<file path="config.mk">
export PLATFORM = sky130hd
export DESIGN_NAME = fbf_stream_io
export DESIGN_NICKNAME = d
export VERILOG_FILES = /design/src/rtl/fbf_pkg.sv /design/src/rtl/fbf_word_serializer.sv /design/src/rtl/fbf_stream_io.sv
export SDC_FILE = /design/constraint.sdc
export NUM_CORES = 2
export LEC_CHECK = 0
export BUFFER_PORTS_ARGS = -buffer_cell sky130_fd_sc_hd__buf_2
export CORE_AREA = 2 2 636 638
export DETAILED_ROUTE_END_ITERATION = 8
export DIE_AREA = 0 0 638 640
export SLEW_MARGIN = 20
export SYNTH_ARGS = -nofsm -noshare
export SYNTH_HDL_FRONTEND = slang
export SYNTH_SLANG_ARGS = --single-unit
</file>
<file path="constraint.sdc">
create_clock -name clk -period 2.9 [get_ports clk]
set_clock_uncertainty 0.05 [all_clocks]
set_input_delay 0.87 -clock clk [delete_from_list [all_inputs] [get_ports clk]]
set_output_delay 0.87 -clock clk [all_outputs]
set_load 0.01 [all_outputs]
</file>
<file path="src/rtl/fbf_pkg.sv">
// Shared constants, FSM state encoding and row-major operand packing helper
// for the fbf word-serial front/back end.
package fbf_pkg;

  localparam int MAT_DIM   = 4;
  localparam int WORD_W    = 32;
  localparam int MAT_WORDS = MAT_DIM * MAT_DIM;
  localparam int MAT_W     = MAT_WORDS * WORD_W;

  typedef enum logic [2:0] {
    S_LOAD,
    S_STROBE,
    S_WAIT,
    S_ACK,
    S_DRAIN
  } state_t;

  // Bit offset of element (m,n) in a packed row-major matrix: (4m+n)*32.
  function automatic logic [8:0] elem_off(input logic [1:0] m, input logic [1:0] n);
    return 9'((int'(m) * MAT_DIM + int'(n)) * WORD_W);
  endfunction

endpackage

</file>
<file path="src/rtl/fbf_word_serializer.sv">
// Result buffer plus valid/ready word serializer: emits the 16 buffered
// result words in row-major order, flagging the last one.
module fbf_word_serializer
  import fbf_pkg::*;
(
  input  logic              clk,
  input  logic              reset,
  input  logic              cap_en,
  input  logic [MAT_W-1:0]  cap_data,
  input  logic              start,
  input  logic              out_ready,
  output logic              out_valid,
  output logic [WORD_W-1:0] out_data,
  output logic              out_last,
  output logic              done
);

  logic [MAT_W-1:0] res_buf_q, res_buf_d;
  logic [3:0]       cnt_q, cnt_d;
  logic             valid_q, valid_d;

  always_comb begin
    res_buf_d = cap_en ? cap_data : res_buf_q;
    cnt_d     = cnt_q;
    valid_d   = valid_q;
    done      = 1'b0;
    if (start) begin
      valid_d = 1'b1;
      cnt_d   = '0;
    end else if (valid_q && out_ready) begin
      cnt_d = cnt_q + 4'd1;
      if (cnt_q == 4'(MAT_WORDS - 1)) begin
        valid_d = 1'b0;
        done    = 1'b1;
      end
    end
  end

  always_ff @(posedge clk or negedge reset) begin
    if (!reset) begin
      res_buf_q <= '0;
      cnt_q     <= '0;
      valid_q   <= 1'b0;
    end else begin
      res_buf_q <= res_buf_d;
      cnt_q     <= cnt_d;
      valid_q   <= valid_d;
    end
  end

  // The word index only moves on a handshake, so out_data is stable under backpressure.
  assign out_valid = valid_q;
  assign out_data  = res_buf_q[elem_off(cnt_q[3:2], cnt_q[1:0]) +: WORD_W];
  assign out_last  = valid_q && (cnt_q == 4'(MAT_WORDS - 1));

endmodule

</file>
<file path="src/rtl/fbf_stream_io.sv">
// Word-serial front/back end for the 4x4 matrix multiplier: loads A then B,
// strobes the multiplier, captures/acks its result and streams it out.
// Optional S_WAIT abort with sticky err: define FBF_STREAM_IO_TIMEOUT_EN.
module fbf_stream_io
  import fbf_pkg::*;
#(
  parameter int TIMEOUT_CYCLES = 4096,
  parameter int TO_CNT_W       = 13
) (
  input  logic              clk,
  input  logic              reset,
  input  logic              in_valid,
  output logic              in_ready,
  input  logic [WORD_W-1:0] in_data,
  output logic              out_valid,
  input  logic              out_ready,
  output logic [WORD_W-1:0] out_data,
  output logic              out_last,
  output logic [MAT_W-1:0]  mat_a,
  output logic [MAT_W-1:0]  mat_b,
  output logic              a_stb,
  output logic              b_stb,
  input  logic [MAT_W-1:0]  mul_result,
  input  logic              mul_result_ready,
  output logic              mul_result_ack,
  output logic              err
);

  state_t           state_q, state_d;
  logic [4:0]       cnt_q, cnt_d;
  logic             in_ready_q, in_ready_d;
  logic [MAT_W-1:0] mat_a_q, mat_a_d, mat_b_q, mat_b_d;
  logic [MAT_W-1:0] cap_data;
  logic             cap_en, ser_start, ser_done, timeout;

`ifdef FBF_STREAM_IO_TIMEOUT_EN
  logic [TO_CNT_W-1:0] to_cnt_q, to_cnt_d;
  logic                err_q, err_d;

  assign timeout = (state_q == S_WAIT) && !mul_result_ready &&
                   (to_cnt_q == TO_CNT_W'(TIMEOUT_CYCLES - 1));

  // Counter idles at zero outside S_WAIT, so every entry starts a fresh count.
  always_comb begin
    to_cnt_d = (state_q == S_WAIT) ? to_cnt_q + TO_CNT_W'(1) : '0;
    err_d    = err_q | timeout;
  end

  always_ff @(posedge clk or negedge reset) begin
    if (!reset) begin
      to_cnt_q <= '0;
      err_q    <= 1'b0;
    end else begin
      to_cnt_q <= to_cnt_d;
      err_q    <= err_d;
    end
  end

  assign err = err_q;
`else
  logic unused_to_cfg;
  assign unused_to_cfg = (TIMEOUT_CYCLES > 0) || (TO_CNT_W > 0);
  assign timeout       = 1'b0;
  assign err           = 1'b0;
`endif

  always_comb begin
    state_d   = state_q;
    cnt_d     = cnt_q;
    mat_a_d   = mat_a_q;
    mat_b_d   = mat_b_q;
    cap_en    = 1'b0;
    cap_data  = mul_result;
    ser_start = 1'b0;
    case (state_q)
      S_LOAD: begin
        if (in_valid && in_ready_q) begin
          if (cnt_q[4]) mat_b_d[elem_off(cnt_q[3:2], cnt_q[1:0]) +: WORD_W] = in_data;
          else          mat_a_d[elem_off(cnt_q[3:2], cnt_q[1:0]) +: WORD_W] = in_data;
          cnt_d = cnt_q + 5'd1;
          if (cnt_q == 5'd31) state_d = S_STROBE;
        end
      end
      S_STROBE: state_d = S_WAIT;
      S_WAIT: begin
        if (mul_result_ready) begin
          cap_en  = 1'b1;
          state_d = S_ACK;
        end else if (timeout) begin
          cap_en    = 1'b1;
          cap_data  = '0;
          ser_start = 1'b1;
          state_d   = S_DRAIN;
        end
      end
      S_ACK: begin
        if (!mul_result_ready) begin
          ser_start = 1'b1;
          state_d   = S_DRAIN;
        end
      end
      S_DRAIN:  if (ser_done) state_d = S_LOAD;
      default:  state_d = S_LOAD;
    endcase
    // Registered ready keeps it low through reset and for one cycle after release.
    in_ready_d = (state_d == S_LOAD);
  end

  always_ff @(posedge clk or negedge reset) begin
    if (!reset) begin
      state_q    <= S_LOAD;
      cnt_q      <= '0;
      in_ready_q <= 1'b0;
      mat_a_q    <= '0;
      mat_b_q    <= '0;
    end else begin
      state_q    <= state_d;
      cnt_q      <= cnt_d;
      in_ready_q <= in_ready_d;
      mat_a_q    <= mat_a_d;
      mat_b_q    <= mat_b_d;
    end
  end

  fbf_word_serializer u_ser (
    .clk       (clk),
    .reset     (reset),
    .cap_en    (cap_en),
    .cap_data  (cap_data),
    .start     (ser_start),
    .out_ready (out_ready),
    .out_valid (out_valid),
    .out_data  (out_data),
    .out_last  (out_last),
    .done      (ser_done)
  );

  assign in_ready       = in_ready_q;
  assign mat_a          = mat_a_q;
  assign mat_b          = mat_b_q;
  assign a_stb          = (state_q == S_STROBE);
  assign b_stb          = (state_q == S_STROBE);
  assign mul_result_ack = (state_q == S_ACK);

endmodule
</file>
==> metrics <==
post-detailed-route DRC marker count=0; fin. max-slew vios=0; final hold violation count=0; number of buffers on the longest clock path=4; final instance area=roughly 87000 µm²; final wirelength=310 mm; most frequent cells in the layout=sky130_fd_sc_hd__buf_2 (1564), sky130_fd_sc_hd__dfrtp_1 (1544), sky130_fd_sc_hd__mux2_2 (1483); CP startpoint kind=register; Global Route Usage Sum=14.6%; register area share after synthesis=62.1%; clock latency on the worst-skew pair=about 880 ps; Boundary Pins=roughly 1.6k; Starting Density=15.6%; synthesized area per cell=about 16 µm²; worst voltage drop across the vdd grid=~0.87 mV; total number of clock tree sinks=roughly 1.6k; CTS tree=built; destination of the critical timing path=out_data[26]; leakage dissipation=43.7 nW; post-synth cell types=43; Worst slew margin=36.2%; largest net degree at the start of global routing=95; nets=about 6.2k; standard-cell row count=~230; Final setup violation count=33; Fillers=about 43k; sum of met3 wire segment lengths after detailed routing=18.1 mm; DR vias/cell=between 3 and 4; post-route setup slack=-1010 ps; synthesis warning total=0; detailed-route via count=roughly 42k; post-synthesis to final-layout area growth=39.8%; Period minus WS final=3910 ps; pwr dens=between 900 and 1000 nW/µm²; metal1 wirelength=115 mm; DPL Wire Length=around 250 mm; sequential cell area in the final layout=about 39000 µm²; cell area reported after detailed placement=79700 µm²; width of the chip=638 µm; met2 WL post-DR=approximately 160 mm; area enclosed by the die boundary=408000 µm²; routed length per placed instance=around 28 µm; final total negative setup slack=-30480 ps; Fin Hold WS=181 ps; global-route wire length before repair=a little over 400 mm; final core utilization=roughly 22%; CTS Root Buffer Type=sky130_fd_sc_hd__clkbuf_16; max-cap viol count=0; most common cell after layout, fill and taps aside=sky130_fd_sc_hd__buf_2; overall overflow remaining after global route=0; final weighted congestion of routability-driven global placement=around 0.84; outcome=finished, violations left; worst r2r path cells=8; number of global-route vias before repair=43.1k; Critical Path Fanout Max=8; startpoint-to-endpoint class of the critical path=register to primary output; top routing layer in use=met5; worst reg2reg path startpoint=cnt_q[0]$_DFFE_PN0P_; FF-to-FF setup slack=roughly 240 ps; Worst Max-Slew Pin Slew=about 960 ps; mapped cell area=approximately 62000 µm²; initial antenna violation count=~140; Hold Crit Class=input port to register; Critical Path Source=u_ser.cnt_q[0]$_DFFE_PN0P_; Die Y=roughly 640 µm; arrival time of the worst setup path=around 3000 ps; post-synthesis register bit count=around 1.6k; Pre-Repair DR Iteration Count=5; Req. time, crit path=1980 ps; net count of the mapped netlist=between 4k and 5k; Reg clk slew, reported paths=~60 ps; gate count of the mapped netlist=a little under 4k; number of H-tree levels=4; maximum clock frequency=around 260 MHz; count of antenna-violating nets left after detailed routing=0; setup repair after global routing missed its margin=yes; drt first-iter violations=~2.5k; crit path capture type=primary output; period utilization=135%; Port-buffer cells=about 1.6k; area of the core region=between 400000 and 500000 µm²; violations in the final reports=setup timing; Reg-to-Reg End=mat_b[472]$_DFFE_PN0P_; share of layout cells above drive strength 1=68.8%; area used by multi-input combinational logic=about 23000 µm²; TritonCTS buffer count=roughly 180
cell type report:
cell class,instances,area share [%]
Antenna cell,74,0.212
Clock buffer,263,6.06
Clock inverter,59,0.740
Inverter,4,0.0201
Multi-Input combinational cell,1976,26.3
Sequential cell,1550,44.4
Tap cell,5287,7.57
Timing Repair Buffer,1974,14.7
how the worst min path moves through the flow:
stage               cells after the start                                to                             start
finish                                  2  u_ser.res_buf_q[193]$_DFFE_PN0P_                   mul_result[193]
global route                            2  u_ser.res_buf_q[204]$_DFFE_PN0P_                   mul_result[204]
CTS                                     2  u_ser.res_buf_q[200]$_DFFE_PN0P_                   mul_result[200]
detailed placement                      1            mat_b[275]$_DFFE_PN0P_            mat_b[275]$_DFFE_PN0P_
global placement                        1            mat_a[263]$_DFFE_PN0P_            mat_a[263]$_DFFE_PN0P_
floorplan                               1  u_ser.res_buf_q[192]$_DFFE_PN0P_  u_ser.res_buf_q[192]$_DFFE_PN0P_
state kept, by name, summed over array words and instances, names as in the netlist:
| name | cells |
|---|---|
| cnt_q | 5 |
| in_ready | 1 |
| mat_a | 512 |
| mat_b | 512 |
| state_q | 3 |
| u_ser.cnt_q | 4 |
| u_ser.out_valid | 1 |
| u_ser.res_buf_q | 512 |
cell usage after synthesis, drive strengths merged:
master | count | share of area [%]
xnor2 | 6 | 0.084
o211ai | 4 | 0.080
a22oi | 64 | 0.77
conb | 1 | 0.0060
o21ai | 4 | 0.032
ha | 5 | 0.10
nor3b | 3 | 0.054
and2 | 37 | 0.37
o31ai | 1 | 0.012
nor2 | 15 | 0.090
xor2 | 3 | 0.042
o21a | 1 | 0.012
a31o | 1 | 0.014
a211oi | 1 | 0.020
nor3 | 4 | 0.056
nor2b | 6 | 0.060
a21oi | 1 | 0.0080
or2 | 3 | 0.030
mux4 | 128 | 4.6
buf | 166 | 1.4
and3 | 68 | 0.68
nand2b | 5 | 0.050
mux2 | 1537 | 28
clkbuf | 156 | 0.94
nand4 | 12 | 0.12
a31oi | 2 | 0.020
dfrtp | 1550 | 62
nor4b | 5 | 0.17
inv | 4 | 0.024
nand2 | 45 | 0.27
o31a | 1 | 0.014
nand3 | 11 | 0.096
a21o | 1 | 0.012
or3b | 1 | 0.014
metal layers:
layer | global-route usage [%] | vias to the layer above
met2 | 27.1 | 1577
met5 | 0 | -
met1 | 16.4 | 22500
li1 | - | 17700
met4 | 5.14 | 48
met3 | 3.23 | 486
repair_timing:
item / 4_1_cts / 5_1_grt
pin swaps: 42 / 32
hold endpoints to repair: 15 / 0
gates cloned: 5 / 0
buffers inserted: 36 / 9
resized for setup: 205 / 35
setup endpoints to repair: 36 / 41
hold buffers: 1 / 0
power breakdown:
group	switching (W)	internal [W]
Clock	0.00975	0.0134
Sequential	0.00382	0.0270
Combinational	0.0154	0.0146
cell families (layout without fill, tap and decap cells):
| family | after synthesis | after routing | share of synthesized area [%] |
|---|---|---|---|
| simple gates | 215 | 215 | 2.06 |
| fa+ha+maj | 5 | 5 | 0.100 |
| other cells | 1 | 75 | 0.00600 |
| buf+inv | 326 | 2300 | 2.32 |
| flops | 1550 | 1550 | 62.1 |
| mux | 1665 | 1665 | 32.3 |
| xor+xnor | 9 | 9 | 0.126 |
| compound gates | 81 | 81 | 0.993 |
worst max-delay path, stage by stage, from the launching register on:
cell and delay (ps):
sky130_fd_sc_hd__dfrtp_4 520, sky130_fd_sc_hd__buf_12 170, sky130_fd_sc_hd__buf_8 140, sky130_fd_sc_hd__buf_12 120, sky130_fd_sc_hd__buf_16 140, sky130_fd_sc_hd__buf_6 110, sky130_fd_sc_hd__mux4_2 410, sky130_fd_sc_hd__a22oi_2 270
sky130_fd_sc_hd__nand2_8 100, sky130_fd_sc_hd__buf_6 140
stage by stage:
step                      std cells  setup slack [ps]  total power (W)
after CTS                     11100             -1220           0.0852
final                         11200             -1010           0.0839
after floorplan                3852              7.10           0.0434
after detailed placement      10700              -833           0.0586
after global placement        10700              -852           0.0584
after global routing          11200             -1160           0.0877
Note: power is estimated with default switching activity, not from simulation.
